==> config.mk <==
export PLATFORM = sky130hd
export DESIGN_NAME = bg_msm_rd_ctrl
export DESIGN_NICKNAME = d
export VERILOG_FILES = /design/src/rtl/bg_pkg.sv /design/src/rtl/bg_vld_pipe.sv /design/src/rtl/bg_msm_rd_ctrl.sv
export SDC_FILE = /design/constraint.sdc
export NUM_CORES = 1
export LEC_CHECK = 0
export BUFFER_PORTS_ARGS = -buffer_cell sky130_fd_sc_hd__buf_2
export CAP_MARGIN = 15
export CORE_UTILIZATION = 59
export CTS_BUF_LIST = sky130_fd_sc_hd__clkbuf_16
export DETAILED_ROUTE_END_ITERATION = 16
export GPL_TIMING_DRIVEN = 0
export PLACE_DENSITY = 0.86
export SLEW_MARGIN = 0
export SYNTH_ARGS = -nofsm -noshare
export SYNTH_HDL_FRONTEND = slang
export SYNTH_SLANG_ARGS = --single-unit
==> constraint.sdc <==
create_clock -name clk -period 9.35 [get_ports clk]
set_input_delay 1.87 -clock clk [delete_from_list [all_inputs] [get_ports clk]]
set_output_delay 1.87 -clock clk [all_outputs]
set_load 0.005 [all_outputs]
==> src/rtl/bg_pkg.sv <==
`default_nettype none
// ============================================================================
//  Package     : bg_pkg
//  Description : Shared bank-group constants, read-sequencer state encoding
//                and the MSM chip-enable pattern helper.
//  Revision    : 1.0 - initial release
// ============================================================================
package bg_pkg;

    localparam int BG_NUM_BANKS    = 32;
    localparam int BG_NUM_GROUPS   = 8;
    localparam int BG_GROUP_STRIDE = 8;

    typedef enum logic [1:0] {
        S_IDLE  = 2'd0,
        S_RUN   = 2'd1,
        S_DRAIN = 2'd2,
        S_DONE  = 2'd3
    } bg_state_e;

    // One bank per quarter: bits g, g+8, g+16, g+24. The output mux decodes
    // exactly this pattern to pick four points per beat.
    function automatic logic [BG_NUM_BANKS-1:0] msm_ce(
        input logic [$clog2(BG_NUM_GROUPS)-1:0] g
    );
        logic [BG_GROUP_STRIDE-1:0] onehot;
        onehot = BG_GROUP_STRIDE'(1) << g;
        return {(BG_NUM_BANKS/BG_GROUP_STRIDE){onehot}};
    endfunction

endpackage
`default_nettype wire

==> src/rtl/bg_vld_pipe.sv <==
`default_nettype none
// ============================================================================
//  Module      : bg_vld_pipe
//  Description : STAGES-deep valid delay line with asynchronous clear. Tracks
//                read beats through bank latency plus the output mux register.
//  Revision    : 1.0 - initial release
//
//  Ports
//    clk     in   clock, rising edge
//    rst_n   in   asynchronous active-low clear
//    i_vld   in   beat entering the line (bank read strobe)
//    o_vld   out  beat leaving the line (aligned with mux data)
//    o_empty out  no beat remains behind the output stage
// ============================================================================
module bg_vld_pipe #(
    parameter int STAGES = 2
) (
    input  logic clk,
    input  logic rst_n,
    input  logic i_vld,
    output logic o_vld,
    output logic o_empty
);

    logic [STAGES-1:0] r_stage_q;
    logic [STAGES-1:0] w_stage_d;

    always_comb begin
        w_stage_d = {r_stage_q[STAGES-2:0], i_vld};
    end

    always_ff @(posedge clk or negedge rst_n) begin
        if (!rst_n) begin
            r_stage_q <= '0;
        end else begin
            r_stage_q <= w_stage_d;
        end
    end

    assign o_vld = r_stage_q[STAGES-1];

    // The output stage itself is excluded: when only it is set, the line is
    // empty after this edge, so the done pulse lands the cycle after the
    // final valid.
    assign o_empty = ~(i_vld | (|r_stage_q[STAGES-2:0]));

endmodule
`default_nettype wire

==> src/rtl/bg_msm_rd_ctrl.sv <==
`default_nettype none
// ============================================================================
//  Module      : bg_msm_rd_ctrl
//  Description : Bank-group read sequencer. Walks bank addresses on a start
//                command and drives the 32-bit chip-enable pattern (all banks
//                for NTT, rotating one-per-quarter for MSM), a valid strobe
//                aligned with the registered output mux, and busy/done.
//  Revision    : 1.0 - initial release
//
//  Optional feature macro: BG_RD_CTRL_PERF_EN (adds stall_cnt output)
//
//  Ports
//    clk         in   clock, rising edge
//    rst_n       in   asynchronous active-low reset
//    start       in   command pulse, sampled only when idle
//    flag_msm    in   0 = NTT pattern, 1 = MSM pattern (latched on start)
//    len         in   number of read beats (latched on start)
//    issue_rdy   in   downstream permit for issuing a beat
//    rd_en       out  bank read strobe
//    rd_addr     out  bank address
//    ce_out      out  chip-enable pattern
//    flag_msm_o  out  latched mode
//    dout_vld    out  output-mux data valid
//    busy        out  command in progress (start through done)
//    done        out  one-cycle completion pulse
//    stall_cnt   out  RUN cycles without permit (BG_RD_CTRL_PERF_EN only)
// ============================================================================
module bg_msm_rd_ctrl #(
    parameter int ADDR_W  = 10,
    parameter int RAM_LAT = 1,
    parameter int LEN_W   = 14
) (
    input  logic              clk,
    input  logic              rst_n,
    input  logic              start,
    input  logic              flag_msm,
    input  logic [LEN_W-1:0]  len,
    input  logic              issue_rdy,
    output logic              rd_en,
    output logic [ADDR_W-1:0] rd_addr,
    output logic [31:0]       ce_out,
    output logic              flag_msm_o,
    output logic              dout_vld,
    output logic              busy,
    output logic              done
`ifdef BG_RD_CTRL_PERF_EN
    ,
    output logic [15:0]       stall_cnt
`endif
);

    import bg_pkg::*;

    bg_state_e         r_state_q, w_state_d;
    logic [LEN_W-1:0]  r_beat_q,  w_beat_d;
    logic [LEN_W-1:0]  r_len_q,   w_len_d;
    logic              r_msm_q,   w_msm_d;
    logic              r_rd_en_q, w_rd_en_d;
    logic [ADDR_W-1:0] r_addr_q,  w_addr_d;
    logic [31:0]       r_ce_q,    w_ce_d;
    logic              r_busy_q,  w_busy_d;
    logic              r_done_q,  w_done_d;

    logic              w_accept;
    logic              w_issue;
    logic              w_msm_eff;
    logic [LEN_W-1:0]  w_len_eff;
    logic [LEN_W-1:0]  w_beat_cur;
    logic [LEN_W-1:0]  w_beat_nxt;
    logic              w_pipe_empty;

    // A start accepted this edge may already issue beat 0, so the first
    // rd_en appears in the cycle right after acceptance. During that edge
    // the live inputs stand in for the not-yet-latched copies.
    assign w_accept   = (r_state_q == S_IDLE) && start;
    assign w_len_eff  = w_accept ? len      : r_len_q;
    assign w_msm_eff  = w_accept ? flag_msm : r_msm_q;
    assign w_beat_cur = w_accept ? '0       : r_beat_q;
    assign w_beat_nxt = w_beat_cur + LEN_W'(1);
    assign w_issue    = issue_rdy &&
                        ((w_accept && (len != '0)) || (r_state_q == S_RUN));

    always_comb begin
        w_state_d = r_state_q;
        w_beat_d  = r_beat_q;
        w_len_d   = r_len_q;
        w_msm_d   = r_msm_q;
        w_rd_en_d = 1'b0;
        w_addr_d  = r_addr_q;
        w_ce_d    = '0;
        w_busy_d  = r_busy_q;
        w_done_d  = 1'b0;

        case (r_state_q)
            S_IDLE: begin
                if (start) begin
                    w_len_d  = len;
                    w_msm_d  = flag_msm;
                    w_beat_d = '0;
                    w_busy_d = 1'b1;
                    if (len == '0) begin
                        w_state_d = S_DONE;
                        w_done_d  = 1'b1;
                    end else begin
                        w_state_d = S_RUN;
                    end
                end
            end
            S_RUN: begin
                // Leaves on the last issued beat, handled below.
            end
            S_DRAIN: begin
                if (w_pipe_empty) begin
                    w_state_d = S_DONE;
                    w_done_d  = 1'b1;
                end
            end
            S_DONE: begin
                w_state_d = S_IDLE;
                w_busy_d  = 1'b0;
            end
            default: begin
                w_state_d = S_IDLE;
            end
        endcase

        if (w_issue) begin
            w_rd_en_d = 1'b1;
            w_beat_d  = w_beat_nxt;
            if (w_msm_eff) begin
                // Group is the inner loop: eight beats share one address.
                w_addr_d = w_beat_cur[ADDR_W+2:3];
                w_ce_d   = msm_ce(w_beat_cur[2:0]);
            end else begin
                w_addr_d = w_beat_cur[ADDR_W-1:0];
                w_ce_d   = '1;
            end
            if (w_beat_nxt == w_len_eff) begin
                w_state_d = S_DRAIN;
            end
        end
    end

    always_ff @(posedge clk or negedge rst_n) begin
        if (!rst_n) begin
            r_state_q <= S_IDLE;
            r_beat_q  <= '0;
            r_len_q   <= '0;
            r_msm_q   <= 1'b0;
            r_rd_en_q <= 1'b0;
            r_addr_q  <= '0;
            r_ce_q    <= '0;
            r_busy_q  <= 1'b0;
            r_done_q  <= 1'b0;
        end else begin
            r_state_q <= w_state_d;
            r_beat_q  <= w_beat_d;
            r_len_q   <= w_len_d;
            r_msm_q   <= w_msm_d;
            r_rd_en_q <= w_rd_en_d;
            r_addr_q  <= w_addr_d;
            r_ce_q    <= w_ce_d;
            r_busy_q  <= w_busy_d;
            r_done_q  <= w_done_d;
        end
    end

    // Bank latency plus the output mux register.
    bg_vld_pipe #(
        .STAGES (RAM_LAT + 1)
    ) u_vld_pipe (
        .clk     (clk),
        .rst_n   (rst_n),
        .i_vld   (r_rd_en_q),
        .o_vld   (dout_vld),
        .o_empty (w_pipe_empty)
    );

`ifdef BG_RD_CTRL_PERF_EN
    logic [15:0] r_stall_q, w_stall_d;

    always_comb begin
        w_stall_d = r_stall_q;
        if (w_accept) begin
            w_stall_d = '0;
        end else if ((r_state_q == S_RUN) && !issue_rdy && (r_stall_q != 16'hFFFF)) begin
            w_stall_d = r_stall_q + 16'd1;
        end
    end

    always_ff @(posedge clk or negedge rst_n) begin
        if (!rst_n) begin
            r_stall_q <= '0;
        end else begin
            r_stall_q <= w_stall_d;
        end
    end

    assign stall_cnt = r_stall_q;
`endif

    assign rd_en      = r_rd_en_q;
    assign rd_addr    = r_addr_q;
    assign ce_out     = r_ce_q;
    assign flag_msm_o = r_msm_q;
    assign busy       = r_busy_q;
    assign done       = r_done_q;

endmodule
`default_nettype wire

==> metrics.md, run 1 <==
| Metric | Value |
|---|---|
| Run status | `complete, no violations` |
| Initial Util | `0.629` |
| Terminating pin of the worst hold path | `u_vld_pipe.r_stage_q[1]$_DFF_PN0_` |
| Number of global-route vias before repair | `2,304` |
| Mean routed wirelength per cell | `14.1 µm` |
| Number of enable flip-flop cells after synthesis | `0` |
| Number of nets with antenna violations after routing | `0` |
| Met3 routed WL | `391 µm` |
| Max clock buf depth | `2` |
| Number of stages on the worst hold path | `0` |
| Crit-path max cell delay | `450 ps` |
| Launch point of the worst path | `start` |
| Pin count of the biggest net entering global routing | `55` |
| Category of the most critical setup path | `in -> reg` |
| Endpoint of the lowest-slack register-to-register path | `r_state_q[1]$_DFF_PN0_` |
| Cell type of the slowest stage on the worst timing path | `sky130_fd_sc_hd__a2111oi_2` |
| Core area | `4880 µm²` |
| Buffers inserted by post-CTS timing repair | `0` |
| Count of antenna diodes in the layout | `0` |
| Area grow syn2layout | `19.4%` |
| Slew at the pin closest to its max-slew limit | `646 ps` |
| Antenna violations before repair | `0` |
| Worst hold margin | `385 ps` |
| Peak clock frequency supported by timing | `0.204 GHz` |
| Final-layout setup total negative slack | `0 ps` |
| Met1 layer wirelength in the final routing | `2950 µm` |
| Total global routing overflow | `0` |
| Post-layout nets | `433` |
| Die outline area | `5500 µm²` |
| First DRT Iteration DRCs | `139` |
| Total of endpoints with negative setup slack in the final report | `0` |
| Family of cells with the greatest summed delay on the critical path | `simple AND/OR/NAND/NOR gates` |
| Number of resized instances in the post-cts repair step | `0` |
| Chip Width | `74.1 µm` |
| Root buffer cell | `sky130_fd_sc_hd__clkbuf_16` |
| Capturing element type of the critical path | `flop` |
| Cell-by-cell trace of the critical path | `buf_2, or3b_4, buf_6, clkbuf_1, nand2_1, inv_1, ha_1, ha_1, xnor2_1, nand2_1, nor4_1, a211o_1, o21ai_1, a2111oi_2, or2_1` |
| Minimum setup slack after placement | `4210 ps` |
| Count of final max-slew check failures | `0` |
| IO buf count | `65` |
| Detailed-route via count | `2,464` |
| Number of fill cells | `374` |
| Fraction of final layout cells with drive strength greater than 1 | `0.296` |
| Htree depth | `2` |
| Multi-input gate area in the final layout | `1420 µm²` |
| Reg2reg start | `r_state_q[0]$_DFF_PN0_` |
| Max_cap viols | `0` |
| Total global-route track usage | `0.263` |
| Half-perimeter wire length after detailed placement | `4820 µm` |
| Post-route DRC | `0` |
| Chip Height | `74.1 µm` |
| CTS hold repair buffers | `0` |
| WP buf/inv | `4` |
| Mean cell area of the mapped netlist | `9.17 µm²` |
| Number of cells on the worst reg-to-reg path | `14` |
| Cell leakage power | `1.77 nW` |
| Count of TritonRoute iterations in the first routing pass | `4` |
| Clock tree from TritonCTS | `built` |
| Total power after layout | `0.907 mW` |
| Worst hold path type | `reg -> reg` |
| Post-synthesis instance area | `3070 µm²` |
| Register bit count reported by yosys | `54` |
| Share of synthesized flip-flops with an asynchronous set or reset | `1.00` |
| Endpoints failing hold | `0` |
| Top Layer Used | `met4` |
| Clk Latency, worst-skew pair | `290 ps` |
| Slack of the worst reg-to-reg path | `5660 ps` |
| Max-Slew Margin vs Limit | `0.570` |
| Top flip-flop cell by instance count after synthesis | `sky130_fd_sc_hd__dfrtp_1` |
| Power density of the placed cells | `248 nW/µm²` |
| Minimum period implied by the final worst setup slack | `4900 ps` |
| Largest clock skew in the final design | `4.81 ps` |
| Hold Startpoint | `u_vld_pipe.r_stage_q[0]$_DFF_PN0_` |
| Share of the cycle needed by the critical path after routing | `0.524` |
| Worst IR drop on VDD | `0.120 mV` |
| Maximum fanout encountered on the critical timing path | `10` |
| Unrepaired setup endpoints after global routing | `false` |
| Number of clock buffers inserted by TritonCTS | `5` |
| Required @ worst endpoint | `9580 ps` |
| Met2 wirelength from detailed routing | `3300 µm` |
| Number of distinct library cells after synthesis | `43` |
| Number of standard cells after synthesis | `335` |
| Setup ws final | `4450 ps` |
| Startpoint class of the critical path | `input port` |
| Sequential standard cell area | `1350 µm²` |
| Num rows | `25` |
| Number of clock sinks | `54` |
| Arrival time worst endpoint | `5130 ps` |
| Sequential share of the synthesized area | `0.440` |
| Wire length of the first global-routing pass | `10,800 µm` |
| Total Wirelength | `6690 µm` |
| IO Count | `66` |
| Placer congestion estimate | `0.900` |
| Total nets after synthesis | `360` |
| Clock transition at the registers of the reported paths | `70 ps` |
| Warnings, synthesis | `0` |
| Number of vias per cell after detailed routing | `5.18` |
## layer usage
metal | global-route usage | vias up
li1 | - | 1238
met1 | 0.351 | 1141
met2 | 0.445 | 79
met3 | 0.0474 | 6
met4 | 0.0662 | 0
met5 | 0 | -
## registers in the layout (all words and copies together) (netlist names)
signal / cells
r_beat_q: 14
busy: 1
r_state_q: 2
rd_en: 1
rd_addr: 10
ce_out: 8
r_len_q: 14
u_vld_pipe.r_stage_q: 2
done: 1
flag_msm_o: 1
## kinds of logic after synthesis
kind of cell | share of synthesized area
simple gates | 0.216
fa+ha+maj | 0.0244
buf+inv | 0.0978
xor+xnor | 0.103
mux | 0.0359
compound gates | 0.0827
flops | 0.440
## stage by stage
| step | instances | cell area (µm²) | util |
|---|---|---|---|
| 3_3_place_gp | 467 | 3480 | 0.713 |
| 3_5_place_dp | 467 | 3480 | 0.713 |
| 6_report | 476 | 3670 | 0.751 |
| 5_1_grt | 476 | 3670 | 0.751 |
| 2_1_floorplan | 335 | 3070 | - |
| 4_1_cts | 475 | 3650 | 0.747 |
## cell usage after synthesis, types with 5 or more instances
library cell / n / area [µm²]
sky130_fd_sc_hd__xor2_1: 7 / 61.3
sky130_fd_sc_hd__xnor2_1: 29 / 254
sky130_fd_sc_hd__nand3_1: 6 / 30.0
sky130_fd_sc_hd__mux2i_1: 11 / 110
sky130_fd_sc_hd__nand2_1: 76 / 285
sky130_fd_sc_hd__nand4_1: 5 / 31.3
sky130_fd_sc_hd__a21oi_1: 11 / 55.1
sky130_fd_sc_hd__inv_1: 6 / 22.5
sky130_fd_sc_hd__ha_1: 6 / 75.1
sky130_fd_sc_hd__buf_4: 26 / 195
sky130_fd_sc_hd__clkbuf_1: 9 / 33.8
sky130_fd_sc_hd__dfrtp_1: 54 / 1350
sky130_fd_sc_hd__buf_2: 6 / 30.0
sky130_fd_sc_hd__nor2_1: 22 / 82.6
sky130_fd_sc_hd__o31ai_1: 10 / 75.1
sky130_fd_sc_hd__o21ai_0: 7 / 35.0
sky130_fd_sc_hd__nor3_1: 7 / 35.0
## power by group
| group | leakage (nW) | internal (mW) | switching, mW |
|---|---|---|---|
| Combinational | 0.996 | 0.181 | 0.177 |
| Sequential | 0.689 | 0.293 | 0.0463 |
| Clock | 0.0812 | 0.125 | 0.0843 |
## layout by cell type, fill, tap and decap left out, types with 2 or more instances in the layout
cell type,Yosys,layout
sky130_fd_sc_hd__mux2i_1,11,11
sky130_fd_sc_hd__and3_1,4,4
sky130_fd_sc_hd__dfrtp_1,54,54
sky130_fd_sc_hd__nand3_2,2,2
sky130_fd_sc_hd__nor2_1,22,22
sky130_fd_sc_hd__nor4_1,4,4
sky130_fd_sc_hd__nand2_1,76,76
sky130_fd_sc_hd__xor2_1,7,7
sky130_fd_sc_hd__inv_1,6,7
sky130_fd_sc_hd__o21ai_0,7,7
sky130_fd_sc_hd__nand3_1,6,6
sky130_fd_sc_hd__clkbuf_1,9,9
sky130_fd_sc_hd__nor3_1,7,7
sky130_fd_sc_hd__ha_1,6,6
sky130_fd_sc_hd__xnor2_1,29,29
sky130_fd_sc_hd__a21oi_1,11,11
sky130_fd_sc_hd__buf_4,26,26
sky130_fd_sc_hd__clkbuf_16,0,5
sky130_fd_sc_hd__nor3_2,3,3
sky130_fd_sc_hd__and2_1,2,2
sky130_fd_sc_hd__o31ai_1,10,10
sky130_fd_sc_hd__inv_2,2,2
sky130_fd_sc_hd__nand4_1,5,5
sky130_fd_sc_hd__buf_2,6,71
## layout make-up
class	count	share of cell area
buffer	42	0.0737
timing repair buffer	66	0.0942
clock buffer	5	0.0341
tap	67	0.0229
inverter	8	0.00819
sequential	54	0.369
multi-input combinational	231	0.387
clock inverter	3	0.0113
## worst max-delay path by stage
stage / depth (start not counted) / to / slack (ps)
global placement: 15 / r_state_q[1]$_DFF_PN0_ / 4280
global route: 15 / r_state_q[0]$_DFF_PN0_ / 4290
detailed placement: 15 / r_state_q[1]$_DFF_PN0_ / 4210
CTS: 15 / r_state_q[1]$_DFF_PN0_ / 4460
finish: 15 / r_state_q[1]$_DFF_PN0_ / 4450
floorplan: 14 / r_state_q[1]$_DFF_PN0_ / 4870
## worst register-to-register path: stages, from the launching register on
cell	delay, ps
sky130_fd_sc_hd__dfrtp_1	470
sky130_fd_sc_hd__or3b_4	450
sky130_fd_sc_hd__buf_6	160
sky130_fd_sc_hd__clkbuf_1	270
sky130_fd_sc_hd__nand2_1	210
sky130_fd_sc_hd__inv_1	110
sky130_fd_sc_hd__ha_1	310
sky130_fd_sc_hd__ha_1	370
sky130_fd_sc_hd__xnor2_1	150
sky130_fd_sc_hd__nand2_1	80
sky130_fd_sc_hd__nor4_1	200
sky130_fd_sc_hd__a211o_1	140
sky130_fd_sc_hd__o21ai_1	70
sky130_fd_sc_hd__a2111oi_2	450
sky130_fd_sc_hd__or2_1	170
Power figures use the tool's default switching activity.
==> run 2, diff against run 1 <==
--- a/config.mk
+++ b/config.mk
@@ -7,11 +7,11 @@
 export LEC_CHECK = 0
 export BUFFER_PORTS_ARGS = -buffer_cell sky130_fd_sc_hd__buf_2
 export CAP_MARGIN = 15
-export CORE_UTILIZATION = 59
+export CORE_UTILIZATION = 49
 export CTS_BUF_LIST = sky130_fd_sc_hd__clkbuf_16
 export DETAILED_ROUTE_END_ITERATION = 16
 export GPL_TIMING_DRIVEN = 0
-export PLACE_DENSITY = 0.86
+export PLACE_DENSITY = 0.77
 export SLEW_MARGIN = 0
 export SYNTH_ARGS = -nofsm -noshare
 export SYNTH_HDL_FRONTEND = slang
==> constraint.sdc (replaced) <==
create_clock -name clk -period 4.5 [get_ports clk]
set_input_delay 0.9 -clock clk [delete_from_list [all_inputs] [get_ports clk]]
set_output_delay 0.9 -clock clk [all_outputs]
set_load 0.005 [all_outputs]
==> metrics.md, run 2 (same netlist as run 1, synthesis figures left out) <==
| Metric | Value |
|---|---|
| Number of nets with antenna violations after routing | `0 (unchanged)` |
| Reg2reg start | `r_state_q[0]$_DFF_PN0_` |
| Pin count of the biggest net entering global routing | `55 (unchanged)` |
| Core area | `5990 µm² (+23%)` |
| Endpoint of the lowest-slack register-to-register path | `r_state_q[1]$_DFF_PN0_` |
| Worst IR drop on VDD | `0.302 mV (+150%)` |
| Capturing element type of the critical path | `flop` |
| Total power after layout | `1.89 mW (+110%)` |
| Count of TritonRoute iterations in the first routing pass | `4 (unchanged)` |
| Cell-by-cell trace of the critical path | `buf_2, or3b_4, buf_6, clkbuf_1, nand2_1, inv_1, ha_1, ha_1, xnor2_1, nand2_1, nor4_1, a211o_1, o21ai_1, a2111oi_2, or2_1` |
| Buffers inserted by post-CTS timing repair | `0 (unchanged)` |
| Clock tree from TritonCTS | `built` |
| Family of cells with the greatest summed delay on the critical path | `simple AND/OR/NAND/NOR gates` |
| Half-perimeter wire length after detailed placement | `4830 µm (+0.18%)` |
| Post-detailed-placement cell area | `3490 µm² (+0.29%)` |
| Total of endpoints with negative setup slack in the final report | `0 (unchanged)` |
| Htree depth | `2 (unchanged)` |
| Required @ worst endpoint | `4730 ps (-4850 ps)` |
| Hold Startpoint | `u_vld_pipe.r_stage_q[0]$_DFF_PN0_` |
| Category of the most critical setup path | `in -> reg` |
| Detailed-route via count | `2,493 (+1.2%)` |
| Mean routed wirelength per cell | `13.4 µm (-4.3%)` |
| Worst hold path type | `reg -> reg` |
| Cell count after placement | `475 (+1.7%)` |
| Total global-route track usage | `0.222 (-0.0415)` |
| IO buf count | `65 (unchanged)` |
| Logic depth of the worst path, buffers included | `15 (unchanged)` |
| Initial Util | `0.513 (-0.117)` |
| Number of vias per cell after detailed routing | `5.15 (-0.50%)` |
| Launch point of the worst path | `start` |
| Setup ws final | `661 ps (-3790 ps)` |
| Post-route DRC | `0 (unchanged)` |
| Maximum fanout encountered on the critical timing path | `10 (unchanged)` |
| Cell type of the slowest stage on the worst timing path | `sky130_fd_sc_hd__clkbuf_1` |
| Post-layout nets | `433 (unchanged)` |
| Arrival time worst endpoint | `4070 ps (-1060 ps)` |
| Power density of the placed cells | `513 nW/µm² (+110%)` |
| Max_cap viols | `0 (unchanged)` |
| Chip Width | `81.2 µm (+9.5%)` |
| Share of the cycle needed by the critical path after routing | `0.853` |
| Number of fill cells | `521 (+39%)` |
| Total Wirelength | `6510 µm (-2.7%)` |
| Max-Slew Margin vs Limit | `0.562 (-0.00793)` |
| Most common cell after layout, fill and taps aside | `sky130_fd_sc_hd__nand2_1` |
| Crit-path max cell delay | `440 ps (about the same)` |
| Worst hold margin | `386 ps (+1.18 ps)` |
| CTS hold repair buffers | `0 (unchanged)` |
| Cell leakage power | `1.77 nW (unchanged)` |
| Commonest cells after routing, fill and taps aside | `sky130_fd_sc_hd__nand2_1, sky130_fd_sc_hd__buf_2, sky130_fd_sc_hd__dfrtp_1, sky130_fd_sc_hd__xnor2_1, sky130_fd_sc_hd__buf_4` |
| Count of antenna diodes in the layout | `0 (unchanged)` |
| Layout Cells excl Fill | `484 (+1.7%)` |
| Die outline area | `6590 µm² (+20%)` |
| Clock transition at the registers of the reported paths | `70 ps (about the same)` |
| Placer congestion estimate | `0.887 (-1.5%)` |
| Number of global-route vias before repair | `2,283 (-0.91%)` |
| Count of final max-slew check failures | `0 (unchanged)` |
| Number of cells on the worst reg-to-reg path | `14 (unchanged)` |
| Fraction of final layout cells with drive strength greater than 1 | `0.296 (unchanged)` |
| Max clock buf depth | `2 (unchanged)` |
| IO Count | `66 (unchanged)` |
| Slew at the pin closest to its max-slew limit | `658 ps (+11.9 ps)` |
| Number of resized instances in the post-cts repair step | `0 (unchanged)` |
| WP buf/inv | `4 (unchanged)` |
| Terminating pin of the worst hold path | `u_vld_pipe.r_stage_q[1]$_DFF_PN0_` |
| Number of stages on the worst hold path | `0 (unchanged)` |
| Endpoints failing hold | `0 (unchanged)` |
| Largest clock skew in the final design | `3.35 ps (-1.46 ps)` |
| End-of-flow core utilization | `0.614 (-0.138)` |
| First DRT Iteration DRCs | `104 (-25%)` |
| Number of clock sinks | `54 (unchanged)` |
| Peak clock frequency supported by timing | `0.261 GHz` |
| Final-layout setup total negative slack | `0 ps (unchanged)` |
| Clk Latency, worst-skew pair | `300 ps (about the same)` |
| Antenna violations before repair | `0 (unchanged)` |
| Run status | `complete, no violations` |
| Minimum setup slack after placement | `373 ps (-3830 ps)` |
| Root buffer cell | `sky130_fd_sc_hd__clkbuf_16` |
| Slack of the worst reg-to-reg path | `900 ps (-4760 ps)` |
| Chip Height | `81.2 µm (+9.5%)` |
| Wire length of the first global-routing pass | `11,000 µm (+1.9%)` |
| Area grow syn2layout | `19.7%` |
| Number of clock buffers inserted by TritonCTS | `5 (unchanged)` |
| Startpoint class of the critical path | `input port` |
| Unrepaired setup endpoints after global routing | `false` |
| Num rows | `28 (+12%)` |
| Final design instance area without fill | `3680 µm² (+0.27%)` |
| Total global routing overflow | `0 (unchanged)` |
| Minimum period implied by the final worst setup slack | `3840 ps` |
-- run 2: cell counts in the layout (fill, tap and decap cells not counted) --
Identical to the previous run, type by type.
-- run 2: layout make-up --
| type | instances | area (µm²) | area share |
|---|---|---|---|
| clock buffers | 5 | 125 | 0.0340 |
| plain buffers | 42 | 270 | 0.0735 |
| well taps | 75 | 93.8 | 0.0255 |
| inverters | 8 | 30.0 | 0.00817 |
| multi-input cells | 231 | 1420 | 0.386 |
| flip-flops and latches | 54 | 1350 | 0.368 |
| clock inverters | 3 | 41.3 | 0.0112 |
| repair buffers | 66 | 345 | 0.0939 |
-- run 2: power by group --
| part | internal [mW] | total [mW] | switching, mW |
|---|---|---|---|
| logic | 0.376 | 0.742 | 0.365 |
| registers | 0.609 | 0.708 | 0.0994 |
| clock network | 0.261 | 0.435 | 0.175 |
-- run 2: layer usage --
layer / part of all wire / vias to the layer above / wire length (µm) / global-route usage
li1: - / 1232 / - / -
met1: 0.46 / 1151 / 2980 / 0.304
met2: 0.45 / 97 / 2950 / 0.355
met3: 0.072 / 13 / 467 / 0.0551
met4: 0.016 / 0 / 104 / 0.0464
met5: 0 / - / 0 / 0
-- run 2: worst max path at each step --
stage	to	slack (ps)
2_1_floorplan	r_state_q[1]$_DFF_PN0_	990
3_3_place_gp	r_state_q[1]$_DFF_PN0_	370
3_5_place_dp	r_state_q[1]$_DFF_PN0_	370
4_1_cts	r_state_q[1]$_DFF_PN0_	670
5_1_grt	r_state_q[1]$_DFF_PN0_	340
6_report	r_state_q[1]$_DFF_PN0_	660
-- run 2: worst register-to-register path: stages, from the launching register on --
cell,delay [ps]
sky130_fd_sc_hd__dfrtp_1,460
sky130_fd_sc_hd__or3b_4,440
sky130_fd_sc_hd__buf_6,160
sky130_fd_sc_hd__clkbuf_1,270
sky130_fd_sc_hd__nand2_1,210
sky130_fd_sc_hd__inv_1,100
sky130_fd_sc_hd__ha_1,300
sky130_fd_sc_hd__ha_1,400
sky130_fd_sc_hd__xnor2_1,130
sky130_fd_sc_hd__nand2_1,80
sky130_fd_sc_hd__nor4_1,200
sky130_fd_sc_hd__a211o_1,140
sky130_fd_sc_hd__o21ai_1,70
sky130_fd_sc_hd__a2111oi_2,410
sky130_fd_sc_hd__or2_1,160
